`src/rtl/pipe_ctrl_if.sv`:
```
// Pipeline/controller signal bundle: hazard and multi-cycle requests in, stall/divider control out.
// master = pipeline side driving requests, slave = pipe_ctrl.
interface pipe_ctrl_if #(
   parameter int PERF_W = 32
);
   logic              stallreq_id;
   logic              ex_madd;
   logic              ex_div;
   logic              ex_div_signed;
   logic              div_ready;
   logic [5:0]        stall;
   logic [1:0]        ex_cnt;
   logic              div_start;
   logic              div_signed;
   logic              div_timeout;
   logic [PERF_W-1:0] stall_cycles;

   modport master (
      output stallreq_id, ex_madd, ex_div, ex_div_signed, div_ready,
      input  stall, ex_cnt, div_start, div_signed, div_timeout, stall_cycles
   );

   modport slave (
      input  stallreq_id, ex_madd, ex_div, ex_div_signed, div_ready,
      output stall, ex_cnt, div_start, div_signed, div_timeout, stall_cycles
   );
endinterface

```
`src/rtl/pipe_ctrl.sv`:
```
// Stall sequencer for the 5-stage core: MADD two-phase, divider handshake with timeout, stall counter.
// stall/ex_cnt/div_start/div_signed are combinational (0-cycle); no backpressure, div_ready is a 1-cycle pulse.
module pipe_ctrl #(
   parameter int DIV_TIMEOUT = 40,
   parameter int PERF_W      = 32
) (
   input  logic       clk,
   input  logic       rst,
   pipe_ctrl_if.slave bus
);
   localparam int            CW       = $clog2(DIV_TIMEOUT) + 1;
   localparam logic [CW-1:0] CNT_LAST = CW'(DIV_TIMEOUT - 1);

   typedef enum logic [1:0] {IDLE, MADD2, DIV_BUSY} state_t;

   state_t            state_q, state_d;
   logic [CW-1:0]     cnt_q, cnt_d;
   logic              sgn_q, sgn_d;
   logic              tmo_q, tmo_d;
   logic [PERF_W-1:0] perf_q;

   logic              ex_req;
   logic [1:0]        ex_cnt_c;
   logic              start_c;
   logic              signed_c;
   logic [5:0]        stall_c;

   always_ff @(posedge clk) begin
      if (rst) begin
         state_q <= IDLE;
         cnt_q   <= '0;
         sgn_q   <= 1'b0;
         tmo_q   <= 1'b0;
         perf_q  <= '0;
      end else begin
         state_q <= state_d;
         cnt_q   <= cnt_d;
         sgn_q   <= sgn_d;
         tmo_q   <= tmo_d;
         if (stall_c != 6'd0 && perf_q != {PERF_W{1'b1}})
            perf_q <= perf_q + 1'b1;
      end
   end

   always_comb begin
      state_d  = state_q;
      cnt_d    = cnt_q;
      sgn_d    = sgn_q;
      tmo_d    = tmo_q;
      ex_req   = 1'b0;
      ex_cnt_c = 2'd0;
      start_c  = 1'b0;
      signed_c = 1'b0;
      case (state_q)
         IDLE: begin
            if (bus.ex_madd) begin
               ex_req  = 1'b1;
               state_d = MADD2;
            end else if (bus.ex_div) begin
               ex_req   = 1'b1;
               start_c  = 1'b1;
               signed_c = bus.ex_div_signed;
               sgn_d    = bus.ex_div_signed;
               cnt_d    = '0;
               state_d  = DIV_BUSY;
            end
         end
         MADD2: begin
            ex_cnt_c = 2'd1;
            state_d  = IDLE;
         end
         DIV_BUSY: begin
            // Release on the ready pulse, or force it once the stall budget is spent.
            if (bus.div_ready) begin
               state_d = IDLE;
            end else if (cnt_q == CNT_LAST) begin
               tmo_d   = 1'b1;
               state_d = IDLE;
            end else begin
               ex_req   = 1'b1;
               start_c  = 1'b1;
               signed_c = sgn_q;
               cnt_d    = cnt_q + 1'b1;
            end
         end
         default: state_d = IDLE;
      endcase
   end

   // EX stall already covers PC/IF/ID, so it overrides the ID request.
   assign stall_c = ex_req          ? 6'b001111 :
                    bus.stallreq_id ? 6'b000111 : 6'b000000;

   // Reset silences every output immediately, including an in-flight divide.
   assign bus.stall        = rst ? 6'd0       : stall_c;
   assign bus.ex_cnt       = rst ? 2'd0       : ex_cnt_c;
   assign bus.div_start    = rst ? 1'b0       : start_c;
   assign bus.div_signed   = rst ? 1'b0       : signed_c;
   assign bus.div_timeout  = rst ? 1'b0       : tmo_q;
   assign bus.stall_cycles = rst ? {PERF_W{1'b0}} : perf_q;
endmodule

```
`src/flat_wrapper.sv`:
```
// flat-port wrapper written by rule: the top's interface ports become plain ports
module pipe_ctrl_flat 
#(
   parameter int DIV_TIMEOUT = 40,
   parameter int PERF_W      = 32
)
  (clk, rst, bus_stallreq_id, bus_ex_madd, bus_ex_div, bus_ex_div_signed, bus_div_ready, bus_stall, bus_ex_cnt, bus_div_start, bus_div_signed, bus_div_timeout, bus_stall_cycles);
  pipe_ctrl_if #(.PERF_W(PERF_W)) bus_i ();
  input  logic clk;
  input  logic rst;
  input wire logic [$bits(bus_i.stallreq_id)-1:0] bus_stallreq_id;
  input wire logic [$bits(bus_i.ex_madd)-1:0] bus_ex_madd;
  input wire logic [$bits(bus_i.ex_div)-1:0] bus_ex_div;
  input wire logic [$bits(bus_i.ex_div_signed)-1:0] bus_ex_div_signed;
  input wire logic [$bits(bus_i.div_ready)-1:0] bus_div_ready;
  output wire logic [$bits(bus_i.stall)-1:0] bus_stall;
  output wire logic [$bits(bus_i.ex_cnt)-1:0] bus_ex_cnt;
  output wire logic [$bits(bus_i.div_start)-1:0] bus_div_start;
  output wire logic [$bits(bus_i.div_signed)-1:0] bus_div_signed;
  output wire logic [$bits(bus_i.div_timeout)-1:0] bus_div_timeout;
  output wire logic [$bits(bus_i.stall_cycles)-1:0] bus_stall_cycles;
  assign bus_i.stallreq_id = bus_stallreq_id;
  assign bus_i.ex_madd = bus_ex_madd;
  assign bus_i.ex_div = bus_ex_div;
  assign bus_i.ex_div_signed = bus_ex_div_signed;
  assign bus_i.div_ready = bus_div_ready;
  assign bus_stall = bus_i.stall;
  assign bus_ex_cnt = bus_i.ex_cnt;
  assign bus_div_start = bus_i.div_start;
  assign bus_div_signed = bus_i.div_signed;
  assign bus_div_timeout = bus_i.div_timeout;
  assign bus_stall_cycles = bus_i.stall_cycles;
  pipe_ctrl #(.DIV_TIMEOUT(DIV_TIMEOUT), .PERF_W(PERF_W)) u_core (.clk(clk), .rst(rst), .bus(bus_i));
endmodule
```
`config.mk`:
```
export PLATFORM = sky130hd
export DESIGN_NAME = pipe_ctrl_flat
export DESIGN_NICKNAME = d
export VERILOG_FILES = /design/src/rtl/pipe_ctrl_if.sv /design/src/rtl/pipe_ctrl.sv /design/src/flat_wrapper.sv
export SDC_FILE = /design/constraint.sdc
export NUM_CORES = 1
export LEC_CHECK = 0
export BUFFER_PORTS_ARGS = -buffer_cell sky130_fd_sc_hd__buf_4
export CAP_MARGIN = 30
export CORE_ASPECT_RATIO = 1.25
export CORE_MARGIN = 1.5
export CORE_UTILIZATION = 45
export DETAILED_ROUTE_END_ITERATION = 7
export GPL_TIMING_DRIVEN = 0
export PLACE_DENSITY = 0.63
export SYNTH_ARGS = -nofsm -noshare
export SYNTH_HDL_FRONTEND = slang
export SYNTH_SLANG_ARGS = --single-unit
```
`constraint.sdc`:
```
create_clock -name clk -period 5.8 [get_ports clk]
set_input_delay 0.29 -clock clk [delete_from_list [all_inputs] [get_ports clk]]
set_output_delay 0.29 -clock clk [all_outputs]
set_load 0.1 [all_outputs]
```
==> metrics.cfg, run 1 <==
[power_and_ir_drop]
combPwrFrac=0.166
irDropWorstVdd_mv=0.109
switching_share=0.304
p_per_area_nw_per_um2=192
p_int_uw=407
p_clk_frac=0.318
p_leak_uw=0.00117
p_sw_uw=178
seqPwrFrac=0.516

[cells_and_area]
multi_input_comb_area_um2=1490
layout-drive-gt1-share=0.280
fill_cells=542
seqCellArea_um2=861
diodes=0
synthToLayoutAreaGrowth_pct=20.5
layout.nets=362

[worst_setup_path]
max_stage_delay_ns=0.40
cp_max_fo=10
startpoint=u_core.cnt_q[0]
path_class=flip-flop to output pin
setup.worst_path.end_class=output pin
crit_slowest_cell=dfxtp_1
cp.required_ns=5.51
crit_arrival_ns=2.36
reg2reg_depth=8
r2r-start=u_core.cnt_q[0]
worst_setup_path_start_kind=flip-flop
crit_path_frequent_cell=buf_4
r2r_setup_slack_ns=3.58
cp-endpoint=bus_stall[1]
crit_chain=ha_1 -> nand2_1 -> o41a_1 -> buf_6 -> nor2_2 -> buf_4 -> nor2_1 -> buf_4 -> buf_4
timing.rr.end=u_core.perf_q[20]

[detailed_routing]
via_count=2328
drc=0
wl_met1_um=2710
first_iter_violations=167
wl_per_cell_um=13.7
top_layer=met4
dr_wl_met2_um=2600
ant_nets=0
wl_met3_um=279
dr.pass1.iters=4
drt-vias-per-instance=5.57
routed_wl_um=5730

[grt]
grt_pass1_wl_um=9430
antenna_found_initial=0
grt_pass1_vias=2021
grt_overflow_total=0
gr-usage-all-layers=0.191
grt_max_degree=14

[die]
chipWidth_um=70
die_h_um=86.8
start_util=0.467
core_area_um2=5410
dieArea_um2=6070
rows=30
io_pins=50

[synth]
yosys.area_share.xor_xnor=0.0104
synth_top_area_frac=0.341
seq_area_frac_synth=0.341
ys_ff_latch=43
synth_area_per_cell_um2=8.47
synth_fa_ha_area_frac=0.00991
ys.warnings.count=0
synth_edf_count=0
synth_area_um2=2520
synth.area.mux_share=0.0986
synth_ff_type=dfxtp_1
synth_top_family_by_area=simple AND/OR/NAND/NOR gates
synth-simple-area-share=0.364
synth-compound-area-share=0.102
synth_cells=298
synth.distinct_cells=52
postSynth.asyncResetShare=0
yosys.area.top_type=dfxtp_1
yosys-top-cells-area=dfxtp_1, nor2b_1, mux2_2

[clocking]
cts.root.buffer_cell=clkbuf_8
cts_setup_buffers=0
cts_buffer_depth=2
clkTransAtPathRegs_ns=0.09
worstSkewPairLatency_ns=0.29
cts_made_buffers=5
postCtsHoldBufs=0
htree_levels=2
ctsResizeCount=0
cts_tree=yes
clock_sink_count=43

[status]
status=completed

[flow_run]
drv_cap=0

[timing]
worstMarginPinSlew_ns=0.779
rsz0062_at_grt=false
post-route-period-util=0.458
finalSetupTns_ns=0
setup_violations=0
max_freq_ghz=0.377
fin_skew_ns=0.00881
slew_headroom=0.473
fin_crit_ns=2.65
fin_ws_ns=3.15
final-hold-violation-count=0
final_max_slew_viol_count=0

[placed_design]
numPortBuffers=46
place_ws_ns=3.17
routabilityCongestion=0.834
hpwl_um=4230

[min_path]
hold_class=input port to flip-flop

-- worst max-delay path, delay by kind of cell (launching register included) --
family          cells  cell delay [ns]
flops               1             0.40
fa+ha+maj           1             0.25
simple gates        3             0.35
compound gates      1             0.33
buf+inv             4             0.73
-- kinds of logic (layout without fill, tap and decap cells) --
group / after synthesis / count (layout)
flops: 43 / 43
buf+inv: 28 / 82
mux: 21 / 21
xor+xnor: 3 / 3
simple gates: 159 / 159
compound gates: 41 / 41
other cells: 1 / 3
fa+ha+maj: 2 / 2
-- synthesized netlist by cell type (8+ instances only) --
cell type / count
nor3_1: 11
nand3_1: 9
nand2_1: 16
nor4_1: 8
o21ai_0: 9
nor2_1: 36
nor2b_1: 29
or3_1: 8
dfxtp_1: 43
mux2_2: 14
clkbuf_1: 8
nand4_1: 13
a21oi_1: 16
-- routing by layer --
metal / global-route usage / up-vias
met1: 0.262 / 1082
li1: - / 1179
met4: 0.0822 / 0
met3: 0.0326 / 13
met5: 0 / -
met2: 0.297 / 54
-- power by group through the flow --
stage	sequential, µW	combinational (µW)	clock (µW)
final	302	97.0	186
after global routing	303	104	205
after global placement	309	97.1	0
after detailed placement	309	97.5	0
after CTS	302	97.6	194
after floorplan	308	77.2	0
-- through the flow --
step	instance area [µm²]	std cells	power, µW	utilization	hold WS (ns)
finish	3040	418	585	0.563	0.243
global route	3040	418	611	0.563	0.288
CTS	3040	418	593	0.563	0.235
detailed placement	2960	410	406	0.547	0.458
global placement	2960	410	406	0.547	0.444
floorplan	2530	300	385	-	0.429
-- worst min-delay path by stage --
stage                              endpoint  cells past startpoint               from  slack [ns]
after floorplan                u_core.tmo_q                      2       u_core.tmo_q        0.43
after global placement         u_core.tmo_q                      2       u_core.tmo_q        0.44
after detailed placement       u_core.tmo_q                      2       u_core.tmo_q        0.46
after CTS                      u_core.sgn_q                      3  bus_ex_div_signed        0.23
after global routing      u_core.state_q[0]                      2        bus_ex_madd        0.29
final                          u_core.sgn_q                      3  bus_ex_div_signed        0.24
-- layout by cell type (no fill, tap or decap), types with 4 or more instances in the layout --
cell | synthesis | layout
a21oi_1 | 16 | 16
buf_4 | 7 | 53
clkbuf_1 | 8 | 8
clkbuf_8 | 0 | 5
dfxtp_1 | 43 | 43
inv_1 | 4 | 4
mux2_2 | 14 | 14
mux2_4 | 4 | 4
nand2_1 | 16 | 16
nand3_1 | 9 | 9
nand4_1 | 13 | 13
nor2_1 | 36 | 36
nor2b_1 | 29 | 29
nor3_1 | 11 | 11
nor4_1 | 8 | 8
o21ai_0 | 9 | 9
o31ai_1 | 7 | 7
or3_1 | 8 | 8
or4_1 | 7 | 7
-- layout make-up --
type,count,share of cell area
multi-input combinational,229,0.489
clock buffer,5,0.0226
timing repair buffer,46,0.114
inverter,4,0.00494
buffer,24,0.0555
tap,64,0.0263
sequential,43,0.283
clock inverter,3,0.00494
-- sequential cells by signal, summed over array words and instances, names as in the netlist --
register / flops
u_core.perf_q: 32
u_core.cnt_q: 7
u_core.state_q: 2
u_core.sgn_q: 1
u_core.tmo_q: 1
No activity file was read; power rests on OpenSTA's default activity.
==> run 2, diff against run 1 <==
--- a/config.mk
+++ b/config.mk
@@ -5,6 +5,7 @@
 export SDC_FILE = /design/constraint.sdc
 export NUM_CORES = 1
 export LEC_CHECK = 0
+export ABC_AREA = 1
 export BUFFER_PORTS_ARGS = -buffer_cell sky130_fd_sc_hd__buf_4
 export CAP_MARGIN = 30
 export CORE_ASPECT_RATIO = 1.25
@@ -12,7 +13,7 @@
 export CORE_UTILIZATION = 45
 export DETAILED_ROUTE_END_ITERATION = 7
 export GPL_TIMING_DRIVEN = 0
-export PLACE_DENSITY = 0.63
+export PLACE_DENSITY = 0.62
 export SYNTH_ARGS = -nofsm -noshare
 export SYNTH_HDL_FRONTEND = slang
 export SYNTH_SLANG_ARGS = --single-unit
==> constraint.sdc (replaced) <==
create_clock -name clk -period 2.5 [get_ports clk]
set_input_delay 0.125 -clock clk [delete_from_list [all_inputs] [get_ports clk]]
set_output_delay 0.125 -clock clk [all_outputs]
set_load 0.1 [all_outputs]
==> run 2 against run 1 <==
Compared with the run above:
- design area rose by 19%
- hold slack got worse by 0.17 ns
- utilization fell by 1.3 points
- sequential share of layout area fell by 4.5 points
- wire length rose by 41%
- setup slack got worse by 2.9 ns
- combinational power rose to 2.8 times the previous value
- final cell count rose by 54%
- non-clock buffer count fell by 5
- area after synthesis rose by 21%
- clock skew rose by 0.0020 ns
- critical path type unchanged
- critical endpoint is now bus_div_start
==> metrics.cfg, run 2 <==
[clocking]
cts_buffer_depth=2
cts_tree=yes
clock_sink_count=43
htree_levels=2
worstSkewPairLatency_ns=0.30
cts.root.buffer_cell=clkbuf_8
clkTransAtPathRegs_ns=0.08
cts_made_buffers=5

[worst_setup_path]
r2r_setup_slack_ns=0.48
path_class=flip-flop to output pin
cp.required_ns=2.38
crit_slowest_cell=dfxtp_1
cp_max_fo=6
crit_arrival_ns=2.09
cp-endpoint=bus_div_start
max_stage_delay_ns=0.36
crit_chain=ha_1 -> nand2_1 -> inv_1 -> nand3_1 -> nand2_2 -> nand2_1 -> inv_1 -> nor2_2 -> buf_4
timing.rr.end=u_core.perf_q[29]
worst_setup_path_start_kind=flip-flop
reg2reg_depth=12
r2r-start=u_core.cnt_q[0]
startpoint=u_core.cnt_q[0]
setup.worst_path.end_class=output pin

[placed_design]
placement.cell_area_um2=3520
numPortBuffers=45
routabilityCongestion=0.928
hpwl_um=6450
placed_cells=636

[timing]
holdWs_ns=0.0759
setup_violations=0
post-route-period-util=0.885
fin_skew_ns=0.0108
final-hold-violation-count=0
finalSetupTns_ns=0
slew_headroom=0.459
final_max_slew_viol_count=0
worstMarginPinSlew_ns=0.811
rsz0062_at_grt=false
max_freq_ghz=0.452
fin_crit_ns=2.21

[die]
chipWidth_um=76.7
start_util=0.465
rows=33
io_pins=50
die_h_um=95.1
dieArea_um2=7300
core_area_um2=6570

[synth]
synth_area_um2=3060
ys.warnings.count=0
synth_top_area_frac=0.282
yosys-top-cells-area=dfxtp_1, nand2_1, nor2_1
synth_edf_count=0
synthTopCellsByCount=nand2_1, nor2_1, inv_1
synth_ff_type=dfxtp_1
post-synth-top-count-cell=nand2_1
synth_cells=502
seq_area_frac_synth=0.282
ys_ff_latch=43
yosys.area.top_type=dfxtp_1
synth.distinct_cells=31
postSynth.asyncResetShare=0
synth_area_per_cell_um2=6.09

[cells_and_area]
reg_top3=u_core.perf_q x32, u_core.cnt_q x7, u_core.state_q x2
fill_cells=712
diodes=0
largest_reg_flops=32
layout.nets=565
synthToLayoutAreaGrowth_pct=18.2
seqCellArea_um2=861
multi_input_comb_area_um2=1830
fin_cells=644
layout-drive-gt1-share=0.210
final_cell_area_um2=3610
layout_common_cells=nand2_1, nor2_1, inv_1
top_register=u_core.perf_q
final_common_cell=nand2_1

[detailed_routing]
ant_nets=0
first_iter_violations=101
routed_wl_um=8060
dr.pass1.iters=4
drc=0
drt-vias-per-instance=4.83
wl_per_cell_um=12.5
via_count=3111

[grt]
antenna_found_initial=0
grt_pass1_vias=2833
grt_max_degree=16
grt_pass1_wl_um=13400
grt_overflow_total=0
gr-usage-all-layers=0.231

[min_path]
hold_class=input port to flip-flop

[flow_run]
drv_cap=0

[power_and_ir_drop]
p_per_area_nw_per_um2=397
irDropWorstVdd_mv=0.206
p_leak_uw=0.00146

[status]
status=completed

==> run 2: cell types whose count changed in the layout (fill, tap and decap cells not counted), moves of 18 or more <==
cell | before | now
a21oi_2 | 0 | 19
inv_1 | 4 | 58
nand2_1 | 16 | 143
nand2_2 | 0 | 18
nand3_1 | 9 | 27
nor2_1 | 36 | 108
nor2b_1 | 29 | 0
==> run 2: area by class of cell <==
cell class              count  area share
multi-input cells         381       0.508
well taps                  87      0.0301
repair buffers             46      0.0956
flip-flops and latches     43       0.238
inverters                  60      0.0624
clock inverters             2     0.00347
clock buffers               6      0.0201
plain buffers              19      0.0423
==> run 2: repair_timing <==
item | 4_1_cts | 5_1_grt
setup endpoints to repair | 2 | 3
setup buffers | 0 | 1
hold buffers | 0 | 0
pin swaps | 0 | 1
resized for setup | 0 | 1
==> run 2: how the worst min path moves through the flow <==
stage	startpoint	end	slack (ns)	cells past startpoint
after global routing	bus_ex_madd	u_core.state_q[0]	0.09	3
final	bus_ex_madd	u_core.state_q[0]	0.08	3
after detailed placement	bus_ex_madd	u_core.state_q[0]	0.39	3
after global placement	bus_ex_madd	u_core.state_q[0]	0.39	3
after CTS	bus_ex_madd	u_core.state_q[0]	0.07	3
after floorplan	bus_ex_madd	u_core.state_q[0]	0.26	2
==> run 2: stage by stage <==
step / setup WS, ns / total power [µW] / util
final: 0.286 / 1430 / 0.550
after global routing: 0.111 / 1490 / 0.550
after CTS: 0.0785 / 1440 / 0.549
after detailed placement: 0.291 / 995 / 0.536
after global placement: 0.336 / 994 / 0.536
after floorplan: 0.0181 / 935 / -
==> run 2: cells by family (layout without fill, tap and decap cells) <==
| kind of cell | Yosys count | count (layout) | synth area share |
|---|---|---|---|
| xor gates and xnor gates | 13 | 13 | 0.0373 |
| adders and majority gates | 2 | 2 | 0.00819 |
| other | 1 | 3 | 0.00123 |
| buffers and inverters | 80 | 133 | 0.125 |
| DFF | 43 | 43 | 0.282 |
| and+or+nand+nor | 320 | 320 | 0.453 |
| AOI/OAI and AO/OA | 43 | 43 | 0.0930 |
==> run 2: per-layer routing <==
layer	up-vias	track usage	part of all wire
li1	1641	-	-
met1	1405	0.269	0.43
met2	53	0.437	0.51
met3	12	0.0297	0.038
met4	0	0.0741	0.023
met5	-	0	0
==> run 2: power by group <==
part / total (µW) / switching (µW) / internal, µW / leakage (µW)
sequential: 708 / 13.0 / 695 / 0.000347
combinational: 271 / 202 / 68.4 / 0.00107
clock: 454 / 258 / 196 / 0.0000412
==> run 2: worst max-delay path, delay by kind of cell, from the launching register on <==
family	cells	cell delay (ns)
buffers and inverters	3	0.47
adder cells (fa/ha/maj)	1	0.22
AND/OR/NAND/NOR	5	0.73
flip-flops	1	0.36
